**config.mk**
```make
export PLATFORM = sky130hd
export DESIGN_NAME = rv_dm_wb_master_flat
export DESIGN_NICKNAME = d
export VERILOG_FILES = /design/src/rtl/rv_dm_wb_if.sv /design/src/rtl/rv_dm_wb_master.sv /design/src/flat_wrapper.sv
export SDC_FILE = /design/constraint.sdc
export NUM_CORES = 1
export LEC_CHECK = 0
export BUFFER_PORTS_ARGS = -buffer_cell sky130_fd_sc_hd__buf_2
export CORE_UTILIZATION = 52
export CTS_CLUSTER_DIAMETER = 30
export DETAILED_ROUTE_END_ITERATION = 12
export GPL_TIMING_DRIVEN = 1
export PLACE_DENSITY = 0.86
export SLEW_MARGIN = 20
export SYNTH_ARGS = -nofsm -noshare
export SYNTH_HDL_FRONTEND = slang
export SYNTH_SLANG_ARGS = --single-unit
```
**constraint.sdc**
```tcl
create_clock -name clk_i -period 4.7 [get_ports clk_i]
set_input_delay 0.47 -clock clk_i [delete_from_list [all_inputs] [get_ports clk_i]]
set_output_delay 0.47 -clock clk_i [all_outputs]
set_load 0.1 [all_outputs]
```
**src/rtl/rv_dm_wb_if.sv**
```systemverilog
// Wishbone pipelined bus bundle between the uRV data-memory master and its slave.
interface rv_dm_wb_if;
    logic        cyc;
    logic        stb;
    logic        we;
    logic [31:0] adr;
    logic [31:0] dat_w;
    logic [3:0]  sel;
    logic [31:0] dat_r;
    logic        ack;
    logic        err;
    logic        stall;

    modport master (
        output cyc, stb, we, adr, dat_w, sel,
        input  dat_r, ack, err, stall
    );

    modport slave (
        input  cyc, stb, we, adr, dat_w, sel,
        output dat_r, ack, err, stall
    );
endinterface

```
**src/rtl/rv_dm_wb_master.sv**
```systemverilog
// uRV data-memory master: one Wishbone pipelined bus cycle per load/store strobe,
// with store byte-lane steering, ack/err/timeout handling and completion pulses.
module rv_dm_wb_master #(
    parameter int unsigned g_timeout = 255
) (
    input  logic        clk_i,
    input  logic        rst_n_i,
    input  logic [31:0] x_dm_addr_i,
    input  logic [31:0] x_dm_data_s_i,
    input  logic [2:0]  x_fun_i,
    input  logic        x_load_i,
    input  logic        x_store_i,
    output logic [31:0] dm_data_l_o,
    output logic        dm_load_done_o,
    output logic        dm_store_done_o,
    output logic        dm_bus_err_o,
    output logic        dm_busy_o,
    rv_dm_wb_if.master  wb
);

    typedef enum logic [1:0] {
        ST_IDLE  = 2'd0,
        ST_ISSUE = 2'd1,
        ST_WAIT  = 2'd2
    } state_t;

    // The counter holds the number of bus cycles already spent, so the
    // g_timeout-th cycle with cyc high is the last one before aborting.
    localparam logic [15:0] LP_CNT_LAST = 16'(g_timeout - 32'd1);

    state_t      r_state;
    state_t      w_nxt_state;
    logic        w_accept;
    logic        w_done;
    logic        w_err;
    logic        w_timeout;

    logic [29:0] r_adr;
    logic [31:0] r_dat;
    logic [3:0]  r_sel;
    logic        r_we;
    logic [15:0] r_cnt;

    logic [31:0] r_data_l;
    logic        r_load_done;
    logic        r_store_done;
    logic        r_bus_err;

    // Byte enables: loads always read the whole aligned word; stores enable
    // only the lanes of the addressed item; undefined sizes enable nothing.
    function automatic logic [3:0] f_sel(input logic       is_store,
                                         input logic [2:0] fun,
                                         input logic [1:0] a);
        logic [3:0] v_sel;
        v_sel = 4'b0000;
        if (!is_store) begin
            v_sel = 4'b1111;
        end else begin
            case (fun)
                3'b000, 3'b100: v_sel = 4'b0001 << a;
                3'b001, 3'b101: v_sel = a[1] ? 4'b1100 : 4'b0011;
                3'b010:         v_sel = 4'b1111;
                default:        v_sel = 4'b0000;
            endcase
        end
        return v_sel;
    endfunction

    // Write data: replicate the item across all lanes so that the byte
    // enables alone select the destination lane.
    function automatic logic [31:0] f_dat(input logic [2:0]  fun,
                                          input logic [31:0] d);
        logic [31:0] v_dat;
        case (fun)
            3'b000, 3'b100: v_dat = {4{d[7:0]}};
            3'b001, 3'b101: v_dat = {2{d[15:0]}};
            default:        v_dat = d;
        endcase
        return v_dat;
    endfunction

    assign w_timeout = (r_cnt == LP_CNT_LAST);

    // Next-state and completion decode; store wins when both strobes arrive.
    always_comb begin
        w_nxt_state = r_state;
        w_accept    = 1'b0;
        w_done      = 1'b0;
        w_err       = 1'b0;
        case (r_state)
            ST_IDLE: begin
                if (x_store_i || x_load_i) begin
                    w_accept    = 1'b1;
                    w_nxt_state = ST_ISSUE;
                end
            end
            ST_ISSUE: begin
                if (wb.ack || wb.err || w_timeout) begin
                    w_done      = 1'b1;
                    w_nxt_state = ST_IDLE;
                end else if (!wb.stall) begin
                    w_nxt_state = ST_WAIT;
                end
            end
            ST_WAIT: begin
                if (wb.ack || wb.err || w_timeout) begin
                    w_done      = 1'b1;
                    w_nxt_state = ST_IDLE;
                end
            end
            default: begin
                w_nxt_state = ST_IDLE;
            end
        endcase
        // An ack beats a coincident timeout, but err beats a coincident ack.
        w_err = w_done && (wb.err || !wb.ack);
    end

    // State register.
    always_ff @(posedge clk_i or negedge rst_n_i) begin
        if (!rst_n_i) begin
            r_state <= ST_IDLE;
        end else begin
            r_state <= w_nxt_state;
        end
    end

    // Latch the request on acceptance; bus fields stay frozen until the next one.
    always_ff @(posedge clk_i or negedge rst_n_i) begin
        if (!rst_n_i) begin
            r_adr <= 30'd0;
            r_dat <= 32'd0;
            r_sel <= 4'd0;
            r_we  <= 1'b0;
        end else if (w_accept) begin
            r_adr <= x_dm_addr_i[31:2];
            r_dat <= f_dat(x_fun_i, x_dm_data_s_i);
            r_sel <= f_sel(x_store_i, x_fun_i, x_dm_addr_i[1:0]);
            r_we  <= x_store_i;
        end
    end

    // Bus-cycle length counter: restarts on acceptance, counts ISSUE/WAIT cycles.
    always_ff @(posedge clk_i or negedge rst_n_i) begin
        if (!rst_n_i) begin
            r_cnt <= 16'd0;
        end else if (w_accept) begin
            r_cnt <= 16'd0;
        end else if (r_state != ST_IDLE) begin
            r_cnt <= r_cnt + 16'd1;
        end
    end

    // Completion pulses, one cycle after the bus cycle closes.
    always_ff @(posedge clk_i or negedge rst_n_i) begin
        if (!rst_n_i) begin
            r_load_done  <= 1'b0;
            r_store_done <= 1'b0;
            r_bus_err    <= 1'b0;
        end else begin
            r_load_done  <= w_done && !r_we;
            r_store_done <= w_done && r_we;
            r_bus_err    <= w_err;
        end
    end

    // Load data: the aligned word on ack, zero on a failed load, held otherwise.
    always_ff @(posedge clk_i or negedge rst_n_i) begin
        if (!rst_n_i) begin
            r_data_l <= 32'd0;
        end else if (w_done && !r_we) begin
            r_data_l <= w_err ? 32'd0 : wb.dat_r;
        end
    end

    assign wb.cyc = (r_state != ST_IDLE);
    assign wb.stb = (r_state == ST_ISSUE);
    assign wb.we    = r_we;
    assign wb.adr   = {r_adr, 2'b00};
    assign wb.dat_w = r_dat;
    assign wb.sel   = r_sel;

    assign dm_data_l_o     = r_data_l;
    assign dm_load_done_o  = r_load_done;
    assign dm_store_done_o = r_store_done;
    assign dm_bus_err_o    = r_bus_err;
    assign dm_busy_o       = (r_state != ST_IDLE) || r_load_done || r_store_done;

endmodule

```
**src/flat_wrapper.sv**
```systemverilog
// flat-port wrapper written by rule: the top's interface ports become plain ports
module rv_dm_wb_master_flat 
#(
    parameter int unsigned g_timeout = 255
)
  (clk_i, rst_n_i, x_dm_addr_i, x_dm_data_s_i, x_fun_i, x_load_i, x_store_i, dm_data_l_o, dm_load_done_o, dm_store_done_o, dm_bus_err_o, dm_busy_o, wb_cyc, wb_stb, wb_we, wb_adr, wb_dat_w, wb_sel, wb_dat_r, wb_ack, wb_err, wb_stall);
  rv_dm_wb_if wb_i ();
  input  logic clk_i;
  input  logic rst_n_i;
  input  logic [31:0] x_dm_addr_i;
  input  logic [31:0] x_dm_data_s_i;
  input  logic [2:0] x_fun_i;
  input  logic x_load_i;
  input  logic x_store_i;
  output logic [31:0] dm_data_l_o;
  output logic dm_load_done_o;
  output logic dm_store_done_o;
  output logic dm_bus_err_o;
  output logic dm_busy_o;
  output wire logic [$bits(wb_i.cyc)-1:0] wb_cyc;
  output wire logic [$bits(wb_i.stb)-1:0] wb_stb;
  output wire logic [$bits(wb_i.we)-1:0] wb_we;
  output wire logic [$bits(wb_i.adr)-1:0] wb_adr;
  output wire logic [$bits(wb_i.dat_w)-1:0] wb_dat_w;
  output wire logic [$bits(wb_i.sel)-1:0] wb_sel;
  input wire logic [$bits(wb_i.dat_r)-1:0] wb_dat_r;
  input wire logic [$bits(wb_i.ack)-1:0] wb_ack;
  input wire logic [$bits(wb_i.err)-1:0] wb_err;
  input wire logic [$bits(wb_i.stall)-1:0] wb_stall;
  assign wb_cyc = wb_i.cyc;
  assign wb_stb = wb_i.stb;
  assign wb_we = wb_i.we;
  assign wb_adr = wb_i.adr;
  assign wb_dat_w = wb_i.dat_w;
  assign wb_sel = wb_i.sel;
  assign wb_i.dat_r = wb_dat_r;
  assign wb_i.ack = wb_ack;
  assign wb_i.err = wb_err;
  assign wb_i.stall = wb_stall;
  rv_dm_wb_master #(.g_timeout(g_timeout)) u_core (.clk_i(clk_i), .rst_n_i(rst_n_i), .x_dm_addr_i(x_dm_addr_i), .x_dm_data_s_i(x_dm_data_s_i), .x_fun_i(x_fun_i), .x_load_i(x_load_i), .x_store_i(x_store_i), .dm_data_l_o(dm_data_l_o), .dm_load_done_o(dm_load_done_o), .dm_store_done_o(dm_store_done_o), .dm_bus_err_o(dm_bus_err_o), .dm_busy_o(dm_busy_o), .wb(wb_i));
endmodule
```
# Yosys cells after proc, flatten, opt, wreduce, memory -nomap -nowiden

Index checks and enable logic that the tools add are counted.

$add $sub $neg: 1
Equal/unequal tests: 10
Shift operators: 1
Muxes and demuxes: 16
Reductions and logical operators: 19

Operators with widths:

| kind                  | count |
|---|---|
| $pmux 32 s2           | 1 |
| $mux 16               | 2 |
| $mux 32               | 1 |
| $add 16x1->16 const B | 1 |
| $eq 16x8->1 const B   | 1 |
| $pmux 4 s3            | 1 |
| $mux 2                | 4 |
| $mux 4                | 2 |
| $eq 3x3->1 const B    | 2 |
| $logic_or 1x1->1      | 6 |
| $pmux 2 s3            | 1 |
| $reduce_or 2->1       | 3 |
| $mux 1                | 4 |
| $ne 2x1->1 const B    | 2 |
| $reduce_bool 2->1     | 2 |
| $shl 1x2->4 const A   | 1 |
| $eq 3x1->1 const B    | 1 |
| $eq 3x2->1 const B    | 1 |
| $logic_and 1x1->1     | 3 |
| $logic_not 3->1       | 1 |
| $ne 3x2->1 const B    | 1 |
| $reduce_and 3->1      | 1 |
| $eq 2x1->1 const B    | 1 |
| $eq 2x2->1 const B    | 1 |
| other kinds (2)       | 3 |

Bits in registers: 120
Bits of input ports: 106
Output and inout port bits: 107
Word-level logic and storage cells: 57

# Logic depth before layout (Yosys ltp)

Gate-level depths: netlist (run 1).

Depth after elaboration: 6
Depth in mapped cells: 8
Gate-level depth less buffers: 6

# Worst setup path before layout (run 1)

OpenSTA, ideal clock, no wires.

Path kind: register to output
From: register u_core.r_state[1]
To: output port dm_busy_o
Data arrival time: 1896 ps
Path slack: 2334 ps
Stages on the path, launching flop included: 6
Cells stage by stage: dfrtp_1 inv_1 ha_1 buf_2 inv_2 or3_1

Word-level cells in the longest chain between the ends: 3

Ends and longest elaborated chain:

| item                           | RTL line               | text |
|---|---|---|
| start: declaration             | rv_dm_wb_master.sv:31  | `state_t r_state;` |
| start signal: assignment       | rv_dm_wb_master.sv:124 | `r_state <= w_nxt_state;` |
| $reduce_bool 2->1              | n/a                    |  |
| via wb_cyc                     | flat_wrapper.sv:20     | `output wire logic [$bits(wb_i.cyc)-1:0] wb_cyc;` |
| $logic_or 1x1->1 (2 in series) | rv_dm_wb_master.sv:187 | `assign dm_busy_o = (r_state != ST_IDLE) \|\| r_load_done \|\| r_store_done;` |
| end: declaration               | flat_wrapper.sv:19     | `output logic dm_busy_o;` |

The timed path passes the listed nets, and every way through them passes these cells.

# Final worst setup path (run 1)

From: register u_core.r_state[1]
To: output port dm_busy_o

Word-level cells in the longest chain between the ends: 3

Ends and longest elaborated chain:

| item                           | RTL line |
|---|---|
| $reduce_bool 2->1              | rv_dm_wb_master.sv:187 |
| $logic_or 1x1->1 (2 in series) | rv_dm_wb_master.sv:187 |

No other way between the ends.

==> results of run 1 <==
[cell usage in the layout, fill, tap and decap left out, types with 2 or more instances in the layout]
cell type and n:
a21oi_1 10, a22o_1 33, and3_1 7, buf_2 209, buf_4 3, clkbuf_16 16, clkinvlp_4 4, conb_1 2
dfrtp_1 120, ha_1 6, inv_1 5, inv_2 2, inv_6 6, inv_8 4, mux2i_1 29, nand2_1 157
nand2b_1 3, nand3_1 7, nand4_1 3, nor2_1 13, nor2_4 2, nor3_1 2, nor4_1 2, nor4b_2 2
o211ai_1 3, o21ai_0 2, o21ai_1 31, o22a_1 4, o31ai_1 3
[stage by stage]
step / std cells / setup WS (ns)
floorplan: 491 / 2.33
global placement: 804 / 2.48
detailed placement: 804 / 2.44
CTS: 836 / 1.97
global route: 836 / 1.89
finish: 836 / 1.99
[cell families (layout without fill, tap and decap cells)]
logic type / after synthesis / after routing / share of synthesized area
buffers and inverters: 35 / 251 / 0.0331
xor gates and xnor gates: 1 / 1 / 0.00173
muxes: 30 / 30 / 0.0596
and+or+nand+nor: 206 / 206 / 0.173
other: 1 / 2 / 0.000741
AOI/OAI and AO/OA: 91 / 91 / 0.124
DFF: 120 / 120 / 0.593
adders and majority gates: 6 / 6 / 0.0148
[area by class of cell]
type	count	area (um^2)	share of cell area
flip-flops and latches	120	3000	0.445
multi-input cells	336	1920	0.285
repair buffers	212	1070	0.158
clock buffers	17	414	0.0613
well taps	129	161	0.0239
clock inverters	15	158	0.0233
inverters	7	26.3	0.00389
[sequential cells by signal, indices dropped and copies added (netlist names), 2 cells and up]
register and flops:
u_core.dm_data_l_o 32, u_core.r_adr 30, u_core.r_cnt 16, u_core.r_state 2
u_core.wb.dat_w 32, u_core.wb.sel 4
[worst paths after layout]
kind	startpoint	endpoint	slack, ns	depth (start not counted)
min in group clk_i	x_dm_addr_i[5]	u_core.r_adr[3]	0.15	3
hold reg to reg	u_core.r_adr[19]	u_core.r_adr[19]	0.47	2
setup / recovery	u_core.r_state[1]	dm_busy_o	1.99	5
max in group asynchronous	rst_n_i	u_core.dm_data_l_o[1]	3.46	2
hold / removal	rst_n_i	u_core.r_adr[20]	0.12	1
setup reg to reg	u_core.r_state[1]	u_core.r_cnt[13]	2.51	6
[cells in the mapped netlist, drive strengths merged, types with 7 or more instances]
master	number	area, um^2
a22o	33	289
a21oi	10	50.1
and3	7	43.8
buf	11	77.6
nor2	16	62.6
inv	7	26.3
clkbuf	17	63.8
nand2	157	589
mux2i	29	290
nand3	7	35.0
o21ai	34	170
dfrtp	120	3000
[critical path: stages (launching register included)]
cell	delay, ns
dfrtp_1	0.41
inv_1	0.12
ha_1	0.38
inv_2	0.13
or3_1	0.37
buf_2	0.30
[per-layer routing]
metal	up-vias	wire (um)
met5	-	0
met4	0	267
met3	25	965
met2	185	6350
met1	2112	5160
li1	2073	-
==> results.toml, run 1 <==
[cells_and_area]
num_antenna_cells = 0
final_core_util = 0.724
layout-drive-gt1-share = 0.359
nNetsFinal = 806
fillers = 669
fin_area_um2 = 6750
area_delta_synth_final_pct = 33.4

[setup_path]
startpoint_type = "flop"
cp_data_arrival_time_ns = 2.24
critical_path_required_ns = 4.23
worstSetupPathType = "reg -> out"
end_kind = "output port"
worstPathMaxFanout = 8

[route]
firstDrtPassIters = 4
drc = 0
wl_per_cell_um = 15.2
wirelength_um = 12700
drtAntennaViolNets = 0
vias = 4395
vias_per_cell = 5.26
detail_route.iter0.violations = 160

[global_routing]
grt_max_degree = 81
grt_pass1_vias = 4373
gr-total-overflow = 0
grt_util_all_layers = 0.262
met3_usage = 0.0818
use_met1 = 0.315
met2_usage = 0.445
grt_pass1_wl_um = 20400
grt.busiest_layer = "met2"
antenna_found_initial = 0

[timing]
finClkSkew_ns = 0.00812
setup_viol = 0
rsz0062_at_grt = "false"
slew_viol_final = 0
hold_viol = 0
finalCritPeriodShare = 0.576
fmax_mhz = 370
tns_ns = 0
whs_ns = 0.116
period_minus_slack_ns = 2.71
worst_pin_slew_ns = 0.994
slew_headroom = 0.337

[placed_design]
routabilityCongestion = 0.820
io_buffers = 210
place_area_um2 = 6180
dp_hpwl_um = 9080

[clocking]
clockBufferDepth = 2
postCtsResizedCells = 0
holdBufCountCts = 0
clockRootBuffer = "clkbuf_8"
htree_num_levels = 4
tritoncts = "done"
insertion_delay_ns = 0.51
cts.sinks = 120
cts_setup_buffers = 0
cts_made_buffers = 17
clk_pin_slew_ns = 0.06

[die]
die-width_um = 101
coreArea_um2 = 9330
ioPinCount = 213
die_area_um2 = 10100
die_height_um = 101
initial_core_util = 0.543
rows = 35

[logic_synthesis]
ys_ff_latch = 120
synth-seq-area-share = 0.593
synthCells = 490
yosysWarnings = 0
post_synth_num_cell_types = 41
async_reset_ff_frac = 1.00
synth-edff-count = 0
yosys_most_used_dff = "dfrtp_1"
syn_area_um2 = 5060
post_synth.cell_area_avg_um2 = 10.3

[status]
status = "finished clean"

[min_path]
hp-class = "in -> async"

[flow_run]
timing.max_cap.violations = 0
Power of run 1 is not shown: default switching activity piles up to over one toggle a cycle in this logic, so the estimate is an artifact.
==> run 2: changes to the inputs <==
- ABC_AREA: unset -> 1
- CORE_UTILIZATION: 52 -> 49
- PLACE_DENSITY: 0.86 -> 0.81
- clock period: 4.7 -> 2.6 ns (I/O delays scaled with it)
==> results.toml, run 2 <==
[setup_path]
end_kind = "output port"
worstSetupPathType = "reg -> out"
crit_family = "buffers and inverters"
path_common_cell = "inv_1"
critical_path_required_ns = 2.34
worst_r2r_endpoint = "u_core.r_cnt[10]"
timing.critical_path.buf_inv = 3
crit_path_cell_trace = "inv_1 -> ha_1 -> inv_1 -> or3_1 -> buf_2"
startpoint_type = "flop"
reg2reg_depth = 9
slowest_stage = "dfrtp_1"
worstPathMaxFanout = 6
timing.rr.start = "u_core.r_state[0]"
ff2ff_setup_slack_ns = 0.87
critPathLaunch = "u_core.r_state[1]"
critPathMaxStageDelay_ns = 0.40
endpoint = "dm_busy_o"
path_depth = 5
cp_data_arrival_time_ns = 2.02

[die]
initial_core_util = 0.512
die_height_um = 106
ioPinCount = 213
coreArea_um2 = 10400
die_area_um2 = 11300
die-width_um = 106
rows = 37

[clocking]
clockRootBuffer = "clkbuf_8"
clk_pin_slew_ns = 0.06
cts_made_buffers = 17
tritoncts = "done"
htree_num_levels = 4
clockBufferDepth = 2
cts.sinks = 120
insertion_delay_ns = 0.51

[logic_synthesis]
synth_most_common_cell = "nand2_1"
synthCells = 629
yosys_most_used_dff = "dfrtp_1"
synth_common_cells = "nand2_1 (261), dfrtp_1 (120), nor2_1 (41)"
synth-edff-count = 0
ys_ff_latch = 120
synth_top_area_share = 0.563
async_reset_ff_frac = 1.00
post_synth.cell_area_avg_um2 = 8.48
synth_top_cell_by_area = "dfrtp_1"
syn_area_um2 = 5330
yosysWarnings = 0
synthTopCellsByArea = "dfrtp_1 (56%), nand2_1 (18%), o21ai_2 (3.8%)"
post_synth_num_cell_types = 30
synth-seq-area-share = 0.563

[route]
firstDrtPassIters = 6
detail_route.iter0.violations = 477
wirelength_um = 15600
vias_per_cell = 5.20
drc = 0
drtAntennaViolNets = 0
wl_per_cell_um = 15.1
vias = 5373

[timing]
rsz0062_at_grt = "false"
period_minus_slack_ns = 2.28
finalCritPeriodShare = 0.876
worst_pin_slew_ns = 0.802
hold_viol = 0
slew_headroom = 0.464
slew_viol_final = 0
setup_viol = 0
tns_ns = 0
finClkSkew_ns = 0.00814
fmax_mhz = 439

[status]
status = "finished clean"

[flow_run]
timing.max_cap.violations = 0

[min_path]
hp-class = "in -> reg"
min_delay_path_depth = 3

[cells_and_area]
final_common_cell = "nand2_1"
nNetsFinal = 997
num_antenna_cells = 0
layout-drive-gt1-share = 0.313
area_delta_synth_final_pct = 42.7
fillers = 708
ff_latch_area_um2 = 3000
layout_common_cells = "nand2_1 (261), buf_2 (209), dfrtp_1 (120), dlygate4sd3_1 (52), nor2_1 (40)"
multi_input_area_um2 = 2040

[placed_design]
dp_hpwl_um = 9620
routabilityCongestion = 0.874
io_buffers = 210

[global_routing]
grt_pass1_vias = 5328
antenna_found_initial = 0
grt_util_all_layers = 0.284
grt_pass1_wl_um = 24900
gr-total-overflow = 0
grt_max_degree = 80
run 2: changes by cell type in the layout (fill, tap and decap cells not counted), sizes merged, moves of 25 or more:
cell / delta
a22o: -33
o21ai: +25
dlygate4sd3: +52
mux2i: -28
nand2: +109
nor2: +26
run 2: worst min path at each step:
stage,startpoint,endpoint,slack (ns)
4_1_cts,wb_dat_r[31],u_core.dm_data_l_o[31],0.0004
6_report,wb_dat_r[4],u_core.dm_data_l_o[4],0.01
3_5_place_dp,rst_n_i,u_core.r_adr[16],0.34
5_1_grt,wb_dat_r[31],u_core.dm_data_l_o[31],0.0007
2_1_floorplan,rst_n_i,u_core.dm_bus_err_o,-0.04
3_3_place_gp,rst_n_i,u_core.r_adr[16],0.33
run 2: cell families after synthesis:
logic type / Yosys count / synth area share
mux: 1 / 0.00188
buf+inv: 63 / 0.0556
flops: 120 / 0.563
compound gates: 99 / 0.113
other cells: 1 / 0.000703
simple gates: 339 / 0.252
fa+ha+maj: 6 / 0.0141
run 2: timing repair:
item / 4_1_cts / 5_1_grt
hold buffers: 52 / 0
resized for setup: 0 / 0
endpoints found under the hold margin: 102 / 0
buffers inserted: 0 / 0
run 2: worst reg2reg max path, stage by stage, from the launching register on:
cell and delay, ns:
dfrtp_1 0.37, inv_1 0.09, ha_1 0.26, inv_1 0.18
nand2_1 0.12, nor2_1 0.23, nand2_1 0.13, o21ai_0 0.18
nand2_1 0.07, inv_1 0.05
run 2: final cells by class:
cell class | instances | area share
clock buffers | 19 | 0.0581
repair buffers | 268 | 0.219
inverters | 31 | 0.0153
well taps | 136 | 0.0224
clock inverters | 13 | 0.0222
multi-input cells | 447 | 0.268
flip-flops and latches | 120 | 0.395
run 2: routing by layer:
layer  up-vias  global-route usage  share of wire
met2       276               0.492           0.51
met4         0               0.152          0.032
met1      2536               0.322           0.38
met3        50              0.0717          0.078
li1       2511                   -              -
met5         -                   0              0
run 2: stage by stage:
stage               utilization  worst slack (ns)  hold slack (ns)  cells  area (um^2)
floorplan                     -             0.205          -0.0356    630         5340
global placement          0.622             0.800            0.329    950         6480
detailed placement        0.622             0.642            0.337    950         6480
CTS                       0.730             0.292         0.000428   1034         7610
global route              0.730             0.181         0.000704   1034         7610
finish                    0.730             0.324           0.0147   1034         7610
Power of run 2 is left out for the same reason.
==> run 3: changes to the inputs <==
- HOLD_SLACK_MARGIN: unset -> 0.08
==> results.toml, run 3 (same netlist as run 2, synthesis figures left out) <==
[route]
detail_route.iter0.violations = 502
drtAntennaViolNets = 0
wl_per_cell_um = 15.9
drc = 0
vias = 5656
vias_per_cell = 5.25
firstDrtPassIters = 5
wirelength_um = 17100

[cells_and_area]
nNetsFinal = 1040
fillers = 617
layout_common_cells = "nand2_1 (261), buf_2 (209), dfrtp_1 (120), dlygate4sd3_1 (95), nor2_1 (40)"
layout-drive-gt1-share = 0.299
num_antenna_cells = 0
fin_area_um2 = 8040
final_common_cell = "nand2_1"
stdcell_count = 1077
area_delta_synth_final_pct = 50.8

[placed_design]
dp_hpwl_um = 9620
place_area_um2 = 6480
io_buffers = 210
dp_cells = 950
routabilityCongestion = 0.874

[timing]
slew_viol_final = 0
tns_ns = 0
slew_headroom = 0.425
period_minus_slack_ns = 2.28
worst_pin_slew_ns = 0.859
setup_viol = 0
rsz0062_at_grt = "false"
hold_viol = 0
finalCritPeriodShare = 0.876
finClkSkew_ns = 0.00784
fmax_mhz = 439

[global_routing]
grt_util_all_layers = 0.315
antenna_found_initial = 0
grt_max_degree = 80
grt_pass1_wl_um = 27400
gr-total-overflow = 0
grt_pass1_vias = 5709

[clocking]
clockBufferDepth = 2
cts_made_buffers = 17
cts.sinks = 120
tritoncts = "done"
cts_setup_buffers = 0
htree_num_levels = 4
clk_pin_slew_ns = 0.06
clockRootBuffer = "clkbuf_8"
insertion_delay_ns = 0.51

[die]
rows = 37
die_height_um = 106
initial_core_util = 0.512
ioPinCount = 213
die-width_um = 106
die_area_um2 = 11300
coreArea_um2 = 10400

[setup_path]
crit_family = "buffers and inverters"
startpoint_type = "flop"
timing.critical_path.buf_inv = 3
timing.rr.start = "u_core.r_state[1]"
path_common_cell = "inv_1"
path_depth = 5
critPathMaxStageDelay_ns = 0.40
worstSetupPathType = "reg -> out"
slowest_stage = "dfrtp_1"
worstPathMaxFanout = 6
critical_path_required_ns = 2.34
critPathLaunch = "u_core.r_state[1]"
crit_path_cell_trace = "inv_1 -> ha_1 -> inv_1 -> or3_1 -> buf_2"
cp_data_arrival_time_ns = 2.02
reg2reg_depth = 8
end_kind = "output port"

[min_path]
min_delay_path_depth = 3
hp-class = "in -> reg"
hold_path_startpoint = "x_dm_addr_i[0]"

[flow_run]
timing.max_cap.violations = 0

[status]
status = "finished clean"
[run 3: cell count changes in the layout (fill, tap and decap cells not counted)]
cell           delta
dlygate4sd3_1    +43
[run 3: metrics by stage]
step,utilization,hold slack (ns),worst slack (ns)
finish,0.772,0.108,0.321
detailed placement,0.622,0.337,0.642
floorplan,-,-0.0356,0.205
global placement,0.622,0.329,0.800
global route,0.772,0.103,0.174
CTS,0.772,0.0821,0.292
[run 3: routing by layer]
layer  GRT usage  vias to the layer above  part of all wire
met3      0.0822                       84             0.076
li1            -                     2591                 -
met1       0.351                     2668              0.37
met2       0.536                      313              0.50
met4       0.195                        0             0.052
met5           0                        -                 0
[run 3: worst reg2reg max path: stages, from the launching register on]
cell	delay (ns)
dfrtp_1	0.40
inv_1	0.11
ha_1	0.25
nand2_2	0.12
inv_2	0.19
buf_12	0.27
nor2_1	0.07
a31oi_1	0.13
dlygate4sd3_1	0.56
[run 3: final timing paths]
| kind | endpoint | slack (ns) |
|---|---|---|
| setup reg to reg | u_core.wb.dat_w[31] | 0.45 |
| hold / removal | u_core.wb.sel[3] | 0.11 |
| min in group asynchronous | u_core.r_adr[16] | 0.33 |
| max in group asynchronous | u_core.r_cnt[0] | 1.51 |
| hold reg to reg | u_core.r_adr[24] | 0.47 |
| setup / recovery | dm_busy_o | 0.32 |
[run 3: timing repair]
| item | CTS | global route |
|---|---|---|
| resized for setup | 0 | 0 |
| hold endpoints to repair | 144 | 0 |
| hold buffers | 95 | 0 |
[run 3: cell type report]
type	count	area (um^2)	share of cell area
Clock buffer	19	442	0.0550
Tap cell	136	170	0.0212
Sequential cell	120	3000	0.374
Timing Repair Buffer	311	2100	0.261
Multi-Input combinational cell	447	2040	0.254
Clock inverter	13	169	0.0210
Inverter	31	116	0.0145
Power of run 3 is left out for the same reason.
